==> src/rtl/b2g_arbiter.sv <==
// b2g_arbiter: round-robin sharing of one external binary-to-Gray converter
// among four requesters. The block grants one request, drives the converter,
// captures its Gray result and returns it with the requester id. It also
// checks every conversion against an internal reference and keeps a sticky
// error flag when they disagree.
module b2g_arbiter #(
    parameter int WIDTH = 4
) (
    input  logic                 clk,
    input  logic                 rst_n,
    input  logic [3:0]           req_valid,
    input  logic [4*WIDTH-1:0]   req_bin,
    output logic [3:0]           req_ready,
    output logic [WIDTH-1:0]     conv_b,
    input  logic [WIDTH-1:0]     conv_g,
    output logic                 rsp_valid,
    output logic [1:0]           rsp_id,
    output logic [WIDTH-1:0]     rsp_gray,
    input  logic                 rsp_ready,
    output logic                 err
);

    typedef enum logic [1:0] {
        ST_IDLE = 2'd0,
        ST_CONV = 2'd1,
        ST_RESP = 2'd2
    } state_e;

    state_e             state_q;
    logic [1:0]         ptr_q;
    logic [WIDTH-1:0]   conv_b_q;
    logic [1:0]         rsp_id_q;
    logic [WIDTH-1:0]   rsp_gray_q;
    logic               rsp_valid_q;
    logic               err_q;

    logic               grant_vld_s;
    logic [1:0]         grant_idx_s;

    // Reference Gray encoding used to cross-check the shared converter.
    function automatic logic [WIDTH-1:0] gray_ref(input logic [WIDTH-1:0] b);
        return b ^ (b >> 1);
    endfunction

    // Round-robin search: first asserted request starting at ptr_q, wrapping mod 4.
    always_comb begin
        grant_vld_s = 1'b0;
        grant_idx_s = 2'd0;
        // Walk from the farthest candidate down so the nearest one wins.
        for (int k = 3; k >= 0; k--) begin
            logic [1:0] cand;
            cand = ptr_q + 2'(k);
            if (req_valid[cand]) begin
                grant_vld_s = 1'b1;
                grant_idx_s = cand;
            end else begin
                grant_vld_s = grant_vld_s;
                grant_idx_s = grant_idx_s;
            end
        end
    end

    // Accept pulse: one-hot on the winner, only while idle and out of reset.
    always_comb begin
        req_ready = 4'b0000;
        if ((state_q == ST_IDLE) && grant_vld_s && rst_n) begin
            req_ready = 4'b0001 << grant_idx_s;
        end else begin
            req_ready = 4'b0000;
        end
    end

    // Control FSM with all datapath registers and registered outputs.
    always_ff @(posedge clk or negedge rst_n) begin
        if (!rst_n) begin
            state_q     <= ST_IDLE;
            ptr_q       <= 2'd0;
            conv_b_q    <= {WIDTH{1'b0}};
            rsp_id_q    <= 2'd0;
            rsp_gray_q  <= {WIDTH{1'b0}};
            rsp_valid_q <= 1'b0;
            err_q       <= 1'b0;
        end else begin
            case (state_q)
                ST_IDLE: begin
                    if (grant_vld_s) begin
                        conv_b_q <= req_bin[grant_idx_s*WIDTH +: WIDTH];
                        rsp_id_q <= grant_idx_s;
                        ptr_q    <= grant_idx_s + 2'd1;
                        state_q  <= ST_CONV;
                    end else begin
                        state_q  <= ST_IDLE;
                    end
                end
                ST_CONV: begin
                    // The converter has had a full cycle to settle on conv_b.
                    rsp_gray_q  <= conv_g;
                    err_q       <= err_q | (conv_g != gray_ref(conv_b_q));
                    rsp_valid_q <= 1'b1;
                    state_q     <= ST_RESP;
                end
                ST_RESP: begin
                    if (rsp_ready) begin
                        rsp_valid_q <= 1'b0;
                        state_q     <= ST_IDLE;
                    end else begin
                        state_q     <= ST_RESP;
                    end
                end
                default: begin
                    rsp_valid_q <= 1'b0;
                    state_q     <= ST_IDLE;
                end
            endcase
        end
    end

    assign conv_b    = conv_b_q;
    assign rsp_valid = rsp_valid_q;
    assign rsp_id    = rsp_id_q;
    assign rsp_gray  = rsp_gray_q;
    assign err       = err_q;

endmodule
==> config.mk <==
export PLATFORM = sky130hd
export DESIGN_NAME = b2g_arbiter
export DESIGN_NICKNAME = d
export VERILOG_FILES = /design/src/rtl/b2g_arbiter.sv
export SDC_FILE = /design/constraint.sdc
export NUM_CORES = 1
export LEC_CHECK = 0
export CORE_ASPECT_RATIO = 1.1
export CORE_MARGIN = 3
export CORE_UTILIZATION = 35
export DETAILED_ROUTE_END_ITERATION = 12
export PLACE_DENSITY = 0.83
export SLEW_MARGIN = 20
export SYNTH_ARGS = -nofsm -noshare
export SYNTH_HDL_FRONTEND = slang
export SYNTH_SLANG_ARGS = --single-unit
==> constraint.sdc <==
create_clock -name clk -period 1.5 [get_ports clk]
set_input_delay 0.3 -clock clk [delete_from_list [all_inputs] [get_ports clk]]
set_output_delay 0.3 -clock clk [all_outputs]
set_load 0.05 [all_outputs]
==> results_dict.tcl <==
set metrics [dict create \
    crit_family "simple AND/OR/NAND/NOR gates" \
    p_leak_nw 0.801 \
    cap_viol_max_count 0 \
    critPathRequiredTime_ns 1.20 \
    grt_usage_pct 19.5 \
    ys_seq_elements 16 \
    p_seq_share_pct 22.9 \
    setup_tns_ns -2.62 \
    grt_first_pass_wirelength_um 4470 \
    hold-worst-slack_ns 0.388 \
    first_iter_violations 24 \
    initial_core_util_pct 38.0 \
    syn_area_um2 872 \
    worst-path-max-fanout 3 \
    cts_root_buf "clkbuf_4" \
    h-tree-depth 1 \
    worst-path-buf-inv 2 \
    vias_per_cell 5.14 \
    route.vias.total 940 \
    antenna_cells 0 \
    power_frac_clock_pct 7.4 \
    cts_buffer_depth 2 \
    synth_nets 113 \
    fp.dieH_um 58.4 \
    place_area_mm2 0.00162 \
    rsz0062_at_grt "true" \
    grt_overflow 0 \
    io_buffers 42 \
    power_switching_mw 1.72 \
    num_rows 18 \
    layoutNonFillerInstCount 183 \
    grt_pass1_vias 1008 \
    critical_path.cell_chain "buf_6 -> o22ai_4 -> a211oi_4 -> nand3b_1 -> nor2_4 -> buf_12" \
    cts.sinks 16 \
    io_pins 43 \
    hold_viol 0 \
    worstSetupPathType "reg -> out" \
    routed_wl_um 2990 \
    clkTransAtPathRegs_ns 0.10 \
    drive_above_1_share_pct 43.8 \
    stdcell_area_mm2 0.00182 \
    post_drt_wl_per_cell_um 16.3 \
    yosysUniqueCellTypes 29 \
    max_freq_ghz 0.510 \
    final_common_cell "clkdlybuf4s50_1" \
    cts-buffers-inserted 3 \
    cts_tree "yes" \
    status "finished, violations left" \
    nFillCells 129 \
    finClkSkew_ns 0.00615 \
    netlist_instances 86 \
    setup_ws_ns -0.463 \
    grt_max_degree 15 \
    final-setup-viol-count 9 \
    worstHoldPathType "in -> async" \
    endpoint_kind "primary output" \
    ys_seq_area_share_pct 45.9 \
    coreArea_mm2 0.00230 \
    cp_slowest_cell "dfrtp_1" \
    switching_share_pct 44.0 \
    max_stage_delay_ns 0.41 \
    nets 181 \
    syn_avg_cell_area_um2 10.1 \
    violations "negative setup slack" \
    tightest_slew_ns 0.294 \
    first_pass_iters 4 \
    place_congestion 0.784 \
    detail-route-antenna-nets 0 \
    area_delta_synth_final_pct 109 \
    dp_hpwl_um 2220 \
    die_area_mm2 0.00313 \
    dp.cells 170 \
    period_minus_slack_ns 1.96 \
    fin_crit_sh_pct 131 \
    clkLatencyLatePin_ns 0.29 \
    internal_power_mw 2.19 \
    vdd_drop_max_v 0.00157 \
    crit_arrival_ns 1.66 \
    relSlewSlack_pct 80.4 \
    worstSetupStartpointType "flop" \
    p_per_area_mw_per_mm2 2150 \
    slew_violations 0 \
    antenna_found_initial 0 \
    final_cell_mix "clkdlybuf4s50_1 (22), buf_4 (17), buf_12 (16)" \
    drc 0 \
    yosysWarningCount 0 \
    pwr-share-comb_pct 69.7 \
    die-width_um 53.6 \
]
## cell usage after synthesis
| library cell | instances | area [µm²] |
|---|---|---|
| dfrtp_1 | 16 | 400 |
| nand2_1 | 11 | 41.3 |
| mux2i_1 | 8 | 80.1 |
| nor2_1 | 6 | 22.5 |
| nand2b_1 | 4 | 25.0 |
| o221ai_1 | 4 | 35.0 |
| a21oi_1 | 3 | 15.0 |
| inv_1 | 3 | 11.3 |
| mux2_2 | 3 | 33.8 |
| nand3_1 | 3 | 15.0 |
| xor2_1 | 3 | 26.3 |
| clkbuf_1 | 2 | 7.51 |
| inv_2 | 2 | 7.51 |
| o21ai_1 | 2 | 10.0 |
| or3_1 | 2 | 12.5 |
| a211oi_2 | 1 | 12.5 |
| a21boi_1 | 1 | 7.51 |
| a21o_1 | 1 | 7.51 |
| a22oi_1 | 1 | 7.51 |
| a311o_1 | 1 | 10.0 |
| buf_12 | 1 | 20.0 |
| mux2_1 | 1 | 11.3 |
| nand3b_1 | 1 | 7.51 |
| o21a_1 | 1 | 7.51 |
| o21ai_0 | 1 | 5.00 |
| o21bai_1 | 1 | 7.51 |
| o22a_2 | 1 | 10.0 |
| o22ai_1 | 1 | 6.26 |
| xnor2_1 | 1 | 8.76 |
## area by class of cell
cell class / count / area [µm²] / area share [%]
Tap cell: 30 / 37.5 / 2.06
Multi-Input combinational cell: 62 / 533 / 29.3
Clock buffer: 4 / 36.3 / 1.99
Timing Repair Buffer: 66 / 783 / 43.1
Inverter: 5 / 26.3 / 1.44
Sequential cell: 16 / 403 / 22.1
## per-layer routing
metal | global-route usage (%) | vias up | wire length [µm]
li1 | - | 442 | -
met4 | 6.93 | 0 | 54
met2 | 38.4 | 27 | 1710
met3 | 2.28 | 6 | 104
met1 | 20.5 | 465 | 1120
met5 | 0 | - | 0
## path summary, 6_finish.rpt
check	start	endpoint	slack, ns	depth (start not counted)
hold / removal	rst_n	rsp_id[0]	0.39	2
setup / recovery	ptr_q[0]	req_ready[2]	-0.46	6
max in group asynchronous	rst_n	ptr_q[1]	0.84	2
setup reg to reg	ptr_q[0]	conv_b[3]	-0.31	9
hold reg to reg	rsp_valid	rsp_valid	0.57	1
min in group clk	rsp_valid	rsp_valid	0.57	1
## timing repair
item | CTS | global route
hold buffers | 0 | 0
pin swaps | 13 | 6
endpoints found under the setup margin | 12 | 10
resized for setup | 22 | 8
setup buffers | 7 | 5
## worst register-to-register path, stage by stage, from the launching register on
cell	delay, ns
dfrtp_1	0.41
buf_6	0.14
buf_4	0.13
a21oi_4	0.12
o22a_4	0.23
buf_6	0.12
buf_6	0.08
buf_6	0.11
mux2i_1	0.24
o221ai_1	0.13
## sequential cells by signal, summed over array words and instances (netlist names)
signal     cells
rsp_id         2
rsp_valid      1
ptr_q          2
err            1
state_q        2
rsp_gray       4
conv_b         4
## metrics by stage
step                util (%)  power, mW  setup slack (ns)
detailed placement      70.5       3.24            -0.700
floorplan                  -       2.08            -0.131
global placement        70.5       3.17            -0.623
finish                  79.2       3.91            -0.463
global route            79.2       4.09            -0.529
CTS                     77.5       3.79            -0.466
## power groups by stage
stage / Combinational, mW / Sequential, mW / Clock (mW)
after floorplan: 0.782 / 1.30 / 0
after global placement: 2.29 / 0.877 / 0
after detailed placement: 2.34 / 0.901 / 0
after CTS: 2.62 / 0.887 / 0.290
after global routing: 2.87 / 0.912 / 0.308
final: 2.73 / 0.895 / 0.290
## logic make-up after synthesis
kind of cell | Yosys count | synth area share, %
DFF | 16 | 45.9
muxes | 12 | 14.3
and+or+nand+nor | 27 | 14.2
xor gates and xnor gates | 4 | 4.02
AOI/OAI and AO/OA | 19 | 16.2
buffers and inverters | 8 | 5.31
(Power assumes the default switching activity.)
